==> src/rtl/qei_velocity.sv <==
// qei_velocity: turns the per-count step/dir pulses of a quadrature decoder
// into a gated velocity (net count per GATE_CYCLES window) and a step period
// (cycles between consecutive same-direction steps), with a stopped flag.
module qei_velocity #(
    parameter int GATE_CYCLES = 1024,
    parameter int VW          = 16,
    parameter int PW          = 16
) (
    input  logic          clk,
    input  logic          rst,
    input  logic          ena,
    input  logic          step,
    input  logic          dir,
    output logic [VW-1:0] vel,
    output logic          vel_valid,
    output logic [PW-1:0] period,
    output logic          period_valid,
    output logic          stopped
);

    localparam int GW = (GATE_CYCLES > 2) ? $clog2(GATE_CYCLES) : 1;

    localparam logic [VW-1:0] VMAX     = {1'b0, {(VW-1){1'b1}}};
    localparam logic [VW-1:0] VMIN     = {1'b1, {(VW-1){1'b0}}};
    localparam logic [PW-1:0] PMAX     = {PW{1'b1}};
    localparam logic [GW-1:0] GATE_END = GW'(GATE_CYCLES - 1);

    // Saturating +1/-1 update of the signed window count.
    function automatic logic [VW-1:0] sat_step(
        input logic [VW-1:0] a,
        input logic          s,
        input logic          d
    );
        logic [VW-1:0] r;
        r = a;
        if (!s) begin
            r = a;
        end else if (d) begin
            if (a == VMAX) r = a;
            else           r = a + VW'(1);
        end else begin
            if (a == VMIN) r = a;
            else           r = a - VW'(1);
        end
        return r;
    endfunction

    logic [GW-1:0] gcnt_r,  gcnt_s;
    logic [VW-1:0] acc_r,   acc_s;
    logic [VW-1:0] vel_r,   vel_s;
    logic          vv_r,    vv_s;
    logic [PW-1:0] pcnt_r,  pcnt_s;
    logic [PW-1:0] per_r,   per_s;
    logic          pv_r,    pv_s;
    logic          armed_r, armed_s;
    logic          ldir_r,  ldir_s;
    logic          stop_r,  stop_s;

    logic          gate_end_s;
    logic [VW-1:0] acc_sum_s;
    logic [PW-1:0] pcnt_inc_s;

    // Window-close detect and the accumulator including this cycle's step,
    // so a step in the final gate cycle lands in the closing window.
    always_comb begin
        gate_end_s = ena && (gcnt_r == GATE_END);
        acc_sum_s  = sat_step(acc_r, step & ena, dir);
        if (pcnt_r == PMAX) pcnt_inc_s = pcnt_r;
        else                pcnt_inc_s = pcnt_r + PW'(1);
    end

    // Next-state computation for the gate, velocity and period paths.
    always_comb begin
        gcnt_s  = gcnt_r;
        acc_s   = acc_r;
        vel_s   = vel_r;
        vv_s    = 1'b0;
        pcnt_s  = pcnt_r;
        per_s   = per_r;
        pv_s    = 1'b0;
        armed_s = armed_r;
        ldir_s  = ldir_r;
        stop_s  = stop_r;
        if (ena) begin
            if (gate_end_s) begin
                gcnt_s = '0;
                vel_s  = acc_sum_s;
                acc_s  = '0;
                vv_s   = 1'b1;
            end else begin
                gcnt_s = gcnt_r + GW'(1);
                acc_s  = acc_sum_s;
            end

            if (step) begin
                // A period is only meaningful between two same-direction
                // steps with no stall in between.
                if (armed_r && (dir == ldir_r) && !stop_r) begin
                    per_s = pcnt_r;
                    pv_s  = 1'b1;
                end else begin
                    per_s = per_r;
                end
                pcnt_s  = PW'(1);
                armed_s = 1'b1;
                ldir_s  = dir;
                stop_s  = 1'b0;
            end else begin
                pcnt_s = pcnt_inc_s;
                if (pcnt_inc_s == PMAX) begin
                    stop_s  = 1'b1;
                    armed_s = 1'b0;
                end else begin
                    stop_s  = stop_r;
                end
            end
        end else begin
            gcnt_s = gcnt_r;
        end
    end

    // State and output registers; reset overrides everything.
    always_ff @(posedge clk) begin
        if (rst) begin
            gcnt_r  <= '0;
            acc_r   <= '0;
            vel_r   <= '0;
            vv_r    <= 1'b0;
            pcnt_r  <= '0;
            per_r   <= '0;
            pv_r    <= 1'b0;
            armed_r <= 1'b0;
            ldir_r  <= 1'b1;
            stop_r  <= 1'b1;
        end else begin
            gcnt_r  <= gcnt_s;
            acc_r   <= acc_s;
            vel_r   <= vel_s;
            vv_r    <= vv_s;
            pcnt_r  <= pcnt_s;
            per_r   <= per_s;
            pv_r    <= pv_s;
            armed_r <= armed_s;
            ldir_r  <= ldir_s;
            stop_r  <= stop_s;
        end
    end

    assign vel          = vel_r;
    assign vel_valid    = vv_r;
    assign period       = per_r;
    assign period_valid = pv_r;
    assign stopped      = stop_r;

endmodule

==> config.mk <==
export PLATFORM = sky130hd
export DESIGN_NAME = qei_velocity
export DESIGN_NICKNAME = d
export VERILOG_FILES = /design/src/rtl/qei_velocity.sv
export SDC_FILE = /design/constraint.sdc
export NUM_CORES = 1
export LEC_CHECK = 0
export BUFFER_PORTS_ARGS = -buffer_cell sky130_fd_sc_hd__buf_2
export CORE_MARGIN = 3
export CORE_UTILIZATION = 59
export DETAILED_ROUTE_END_ITERATION = 10
export HOLD_SLACK_MARGIN = 0.1
export PLACE_DENSITY_LB_ADDON = 0.3
export SLEW_MARGIN = 20
export SYNTH_ARGS = -nofsm -noshare
export SYNTH_HDL_FRONTEND = slang
export SYNTH_SLANG_ARGS = --single-unit
export TNS_END_PERCENT = 5
==> constraint.sdc <==
create_clock -name clk -period 3.25 [get_ports clk]
set_input_delay 0.65 -clock clk [delete_from_list [all_inputs] [get_ports clk]]
set_output_delay 0.65 -clock clk [all_outputs]
set_load 0.01 [all_outputs]
* Word level (Yosys, flattened, before mapping) *
Cells that the tools add are included.

cells by class
  $lt $le $gt $ge = 0
  bitwise gates (word level) = 3
  multipliers = 0
  reductions and logical operators = 11
  equal/unequal tests = 6
  add/subtract/negate cells = 4
  shift operators = 0
  muxes and demuxes = 14
  divide/modulo/power cells = 0

operator list
  operator                                                count
  2-to-1 mux 16 bit                                       7
  equality test 16 bit (second input constant)            3
  adder 16 x 1 -> 16 bit (second input constant)          2
  equality test 16 x 15 -> 1 bit (second input constant)  1
  subtractor 16 x 1 -> 16 bit (second input constant)     1
  adder 10 x 1 -> 10 bit (second input constant)          1
  equality test 10 bit (second input constant)            1
  2-to-1 mux 10 bit                                       1
  2-to-1 mux 1 bit                                        6
  AND reduction 2 bit                                     3
  logical AND 1 bit                                       3
  AND reduction 3 bit                                     1
  OR reduction 3 bit                                      1
  inverter 1 bit                                          2
  nonzero test 2 bit                                      1
  OR reduction 2 bit                                      1
  AND 1 bit                                               1
  equality test 1 bit                                     1
  logical NOT 1 bit                                       1

storage, ports and cells
  memories = 0
  bits in read-only memories = 0
  output and inout port bits = 35
  register bits after elaboration = 79
  RAM bits = 0
  latch bits = 0
  input port bits = 5

* Depth between registers and ports, before layout *
  depth in word-level cells = 5
  gate-level depth with buffers = 8
  mapped depth without buffers = 8

* Worst setup path before layout *
Ideal clock, no wire load.

  path kind = register -> register
  start = register pcnt_r[1]
  end = register stop_r, in the netlist stopped
  data required time = 3.192 ns
  arrival = 2.379 ns
  buffers on the path = 0
  stages on the path, launching flop included = 8
  library setup time = 0.058 ns
  setup slack = 0.813 ns
  path through = dfxtp_1 ha_1 a21oi_1 or4_1 or3_1 or4_1 a2111oi_2 a211o_1

on the way
  cells in the longest elaborated chain, start to end = 5
  elaborated cells between the ends (all ways) = 6
  those cells by class = add/sub: 1; eq/ne: 2; mux: 1; reduce/logical: 2

RTL lines
  what                                                            line    source
  start: declaration                                              52      logic [PW-1:0] pcnt_r, pcnt_s;
  start signal: assignment                                        140     pcnt_r <= pcnt_s;
  adder 16 x 1 -> 16 bit or equality test 16 bit (tied branches)  69, 68
  2-to-1 mux 16 bit *                                             68      if (pcnt_r == PMAX) pcnt_inc_s = pcnt_r;
  equality test 16 bit *                                          110     if (pcnt_inc_s == PMAX) begin
  nonzero test 2 bit (no line) *                                  --
  AND reduction 2 bit (no line) *                                 --
  end signal: assignment                                          145     stop_r <= stop_s;
  end: declaration                                                57      logic stop_r, stop_s;

Mark *: on every way between the ends. The rest lies on a longest branch, timed or not.
A chain may end at the register's enable or synchronous reset.

* Worst setup path after layout *
  start = register pcnt_r[0]
  end = register stop_r, in the netlist stopped

The elaborated chain is that of the path after synthesis.

==> out/qor.yml <==
outcome:
  status: "complete, no violations"
timing:
  hold_violations: 0
  tns_ns: 0
  relSlewSlack_pct: 52.1
  max_freq_mhz: 363
  fin_crit_ns: 2.75
  maxSlewViolCount: 0
  rsz0062_at_grt: "no"
  setup_violations: 0
  fin_skew_ns: 0.00870
  worst_slew_pin_slew_ns: 0.712
  fin_crit_sh_pct: 84.7
route:
  antenna_left: 0
  wl_mm: 10.6
  drc_errors: 0
  viasPerCell: 6.45
  vias: 3956
  drtIter0Drc: 506
  firstDrtPassIters: 5
  wire_per_inst_um: 17.3
clock_network:
  cts-hold-fix-buffers: 0
  htreeDepth: 3
  cts_root_buf: "clkbuf_8"
  cts_tree: "done"
  cts_max_path_buffers: 2
  clock-sinks: 79
  post_cts_buffers: 0
  clock_latency_ns: 0.34
  clk_pin_slew_worst_paths_ns: 0.08
  cts_resized: 0
  cts_buffers: 9
global_route:
  overflow: 0
  grt.total_usage_pct: 27.6
  grt_pass1_vias: 3428
  grt_max_degree: 49
  grt_pass1_wl_mm: 17.2
  antenna_found_initial: 0
place:
  dp_hpwl_mm: 7.33
  placed_area_mm2: 0.00433
  port_buffers: 39
  place_inst: 597
  routabilityCongestion: 0.967
synth:
  synth.distinct_cells: 63
  syn-num-nets: 520
  yosysWarnings: 0
  synth_seq_area_share_pct: 38.6
  netlist_area_mm2: 0.00410
  synthArstFlopShare_pct: 0
  ys_ff_latch: 79
  synth_edf_count: 0
  synthesis.instances: 510
  synth_ff_type: "dfxtp_1"
  syn_avg_cell_area_um2: 8.04
cells_and_area:
  final_cell_mix: "79 x dfxtp_1, 57 x nor2_1, 41 x a21oi_1"
  fin_area_mm2: 0.00455
  layout.cells.most_common: "dfxtp_1"
  fin_nets: 541
  layout-drive-gt1-share_pct: 13.8
  syn2layout_area_growth_pct: 11.0
  finalNonFillerCells: 613
  n_antenna_cell: 0
worst_setup_path:
  required_ns: 3.54
  cp_max_fo: 7
  worstPathArrival_ns: 3.04
  start_kind: "register"
  critical_path_class: "register to register"
  endpoint_kind: "register"
power_and_ir_drop:
  powerDensity_mw_per_mm2: 454
  power_leakage_nw: 1.61
  irDropWorstVdd_mv: 0.294
floorplanning:
  fp.dieW_um: 89.4
  ios: 40
  row_count: 29
  core_mm2: 0.00653
  die_height_um: 89.4
  dieArea_mm2: 0.00798
  start_util_pct: 62.8
worst_hold_path:
  hold_path.class: "register to register"
run:
  drv_cap: 0
registers in the layout, summed over array words and instances (netlist names), 10 cells and up:
name and cells:
acc_r 16, gcnt_r 10, period 16, vel 16, pcnt_r 16
worst max-delay path: stages, from the launching register on:
cell	delay [ns]
dfxtp_1	0.44
ha_1	0.30
nand3_1	0.18
nor4_2	0.57
a21oi_1	0.16
or3_1	0.43
a2111oi_2	0.46
a211o_1	0.16
Yosys cell counts, types with 3 or more instances:
library cell	count	area share [%]
a211oi_1	5	0.92
a21oi_1	41	5.0
a31oi_1	6	0.92
a41oi_1	4	0.85
and2_1	3	0.46
and3_1	6	0.92
and4_1	3	0.64
clkbuf_1	37	3.4
dfxtp_1	79	39
ha_1	5	1.5
inv_1	10	0.92
mux2i_1	20	4.9
nand2_1	33	3.0
nand2b_1	3	0.46
nand3_1	23	2.8
nand3b_1	4	0.73
nand4_1	15	2.3
nor2_1	57	5.2
nor2b_1	3	0.46
nor3_1	22	2.7
nor3b_1	4	0.73
nor4_1	11	1.7
nor4b_1	4	0.85
o2111ai_1	3	0.64
o211ai_1	4	0.73
o21ai_0	26	3.2
o21ai_1	5	0.61
o31ai_1	4	0.73
o41ai_1	3	0.64
or3_1	9	1.4
or4_1	4	0.73
xnor2_1	9	1.9
xor2_1	6	1.3
area by class of cell:
type	count	area (um^2)
clock buffer	11	141
clock inverter	5	81.3
fill	556	1980
inverter	11	41.3
multi-input combinational	380	2330
sequential	79	1580
tap	77	96.3
timing repair buffer	50	278
per-stage QoR:
step / setup WS [ns] / util (%) / total power, mW / hold slack (ns)
after floorplan: 0.813 / - / 1.22 / 0.459
after global placement: 0.684 / 66.2 / 1.28 / 0.442
after detailed placement: 0.601 / 66.2 / 1.28 / 0.447
after CTS: 0.558 / 69.7 / 2.07 / 0.458
after global routing: 0.348 / 69.7 / 2.15 / 0.483
final: 0.497 / 69.7 / 2.06 / 0.458
layer usage:
| layer | vias to the layer above | GRT usage [%] | share of wire, % |
|---|---|---|---|
| met4 | 0 | 7.17 | 0.99 |
| met2 | 198 | 38.4 | 42 |
| met3 | 11 | 4.06 | 8.1 |
| met1 | 1822 | 43.7 | 49 |
| met5 | - | 0 | 0 |
| li1 | 1925 | - | - |
cells by family (layout without fill, tap and decap cells):
family,count (synthesis),in the layout,share of synthesized area (%)
compound gates,125,125,19.4
mux,21,21,5.16
flops,79,79,38.6
fa+ha+maj,5,5,1.53
simple gates,214,214,27.4
xor+xnor,15,15,3.21
buf+inv,51,77,4.73
power by group:
| part | switching [mW] | internal [mW] | total [mW] |
|---|---|---|---|
| clock network | 0.343 | 0.454 | 0.797 |
| registers | 0.0410 | 0.987 | 1.03 |
| logic | 0.145 | 0.0947 | 0.240 |
path summary, 6_finish.rpt:
| check | slack (ns) | endpoint | from | depth (start not counted) |
|---|---|---|---|---|
| setup / recovery | 0.50 | stopped | pcnt_r[0] | 7 |
| hold / removal | 0.46 | vel[1] | vel[1] | 2 |
| hold reg to reg | 0.46 | vel[1] | vel[1] | 2 |
| setup reg to reg | 0.50 | stopped | pcnt_r[0] | 7 |
No activity file was read; power rests on OpenSTA's default activity.
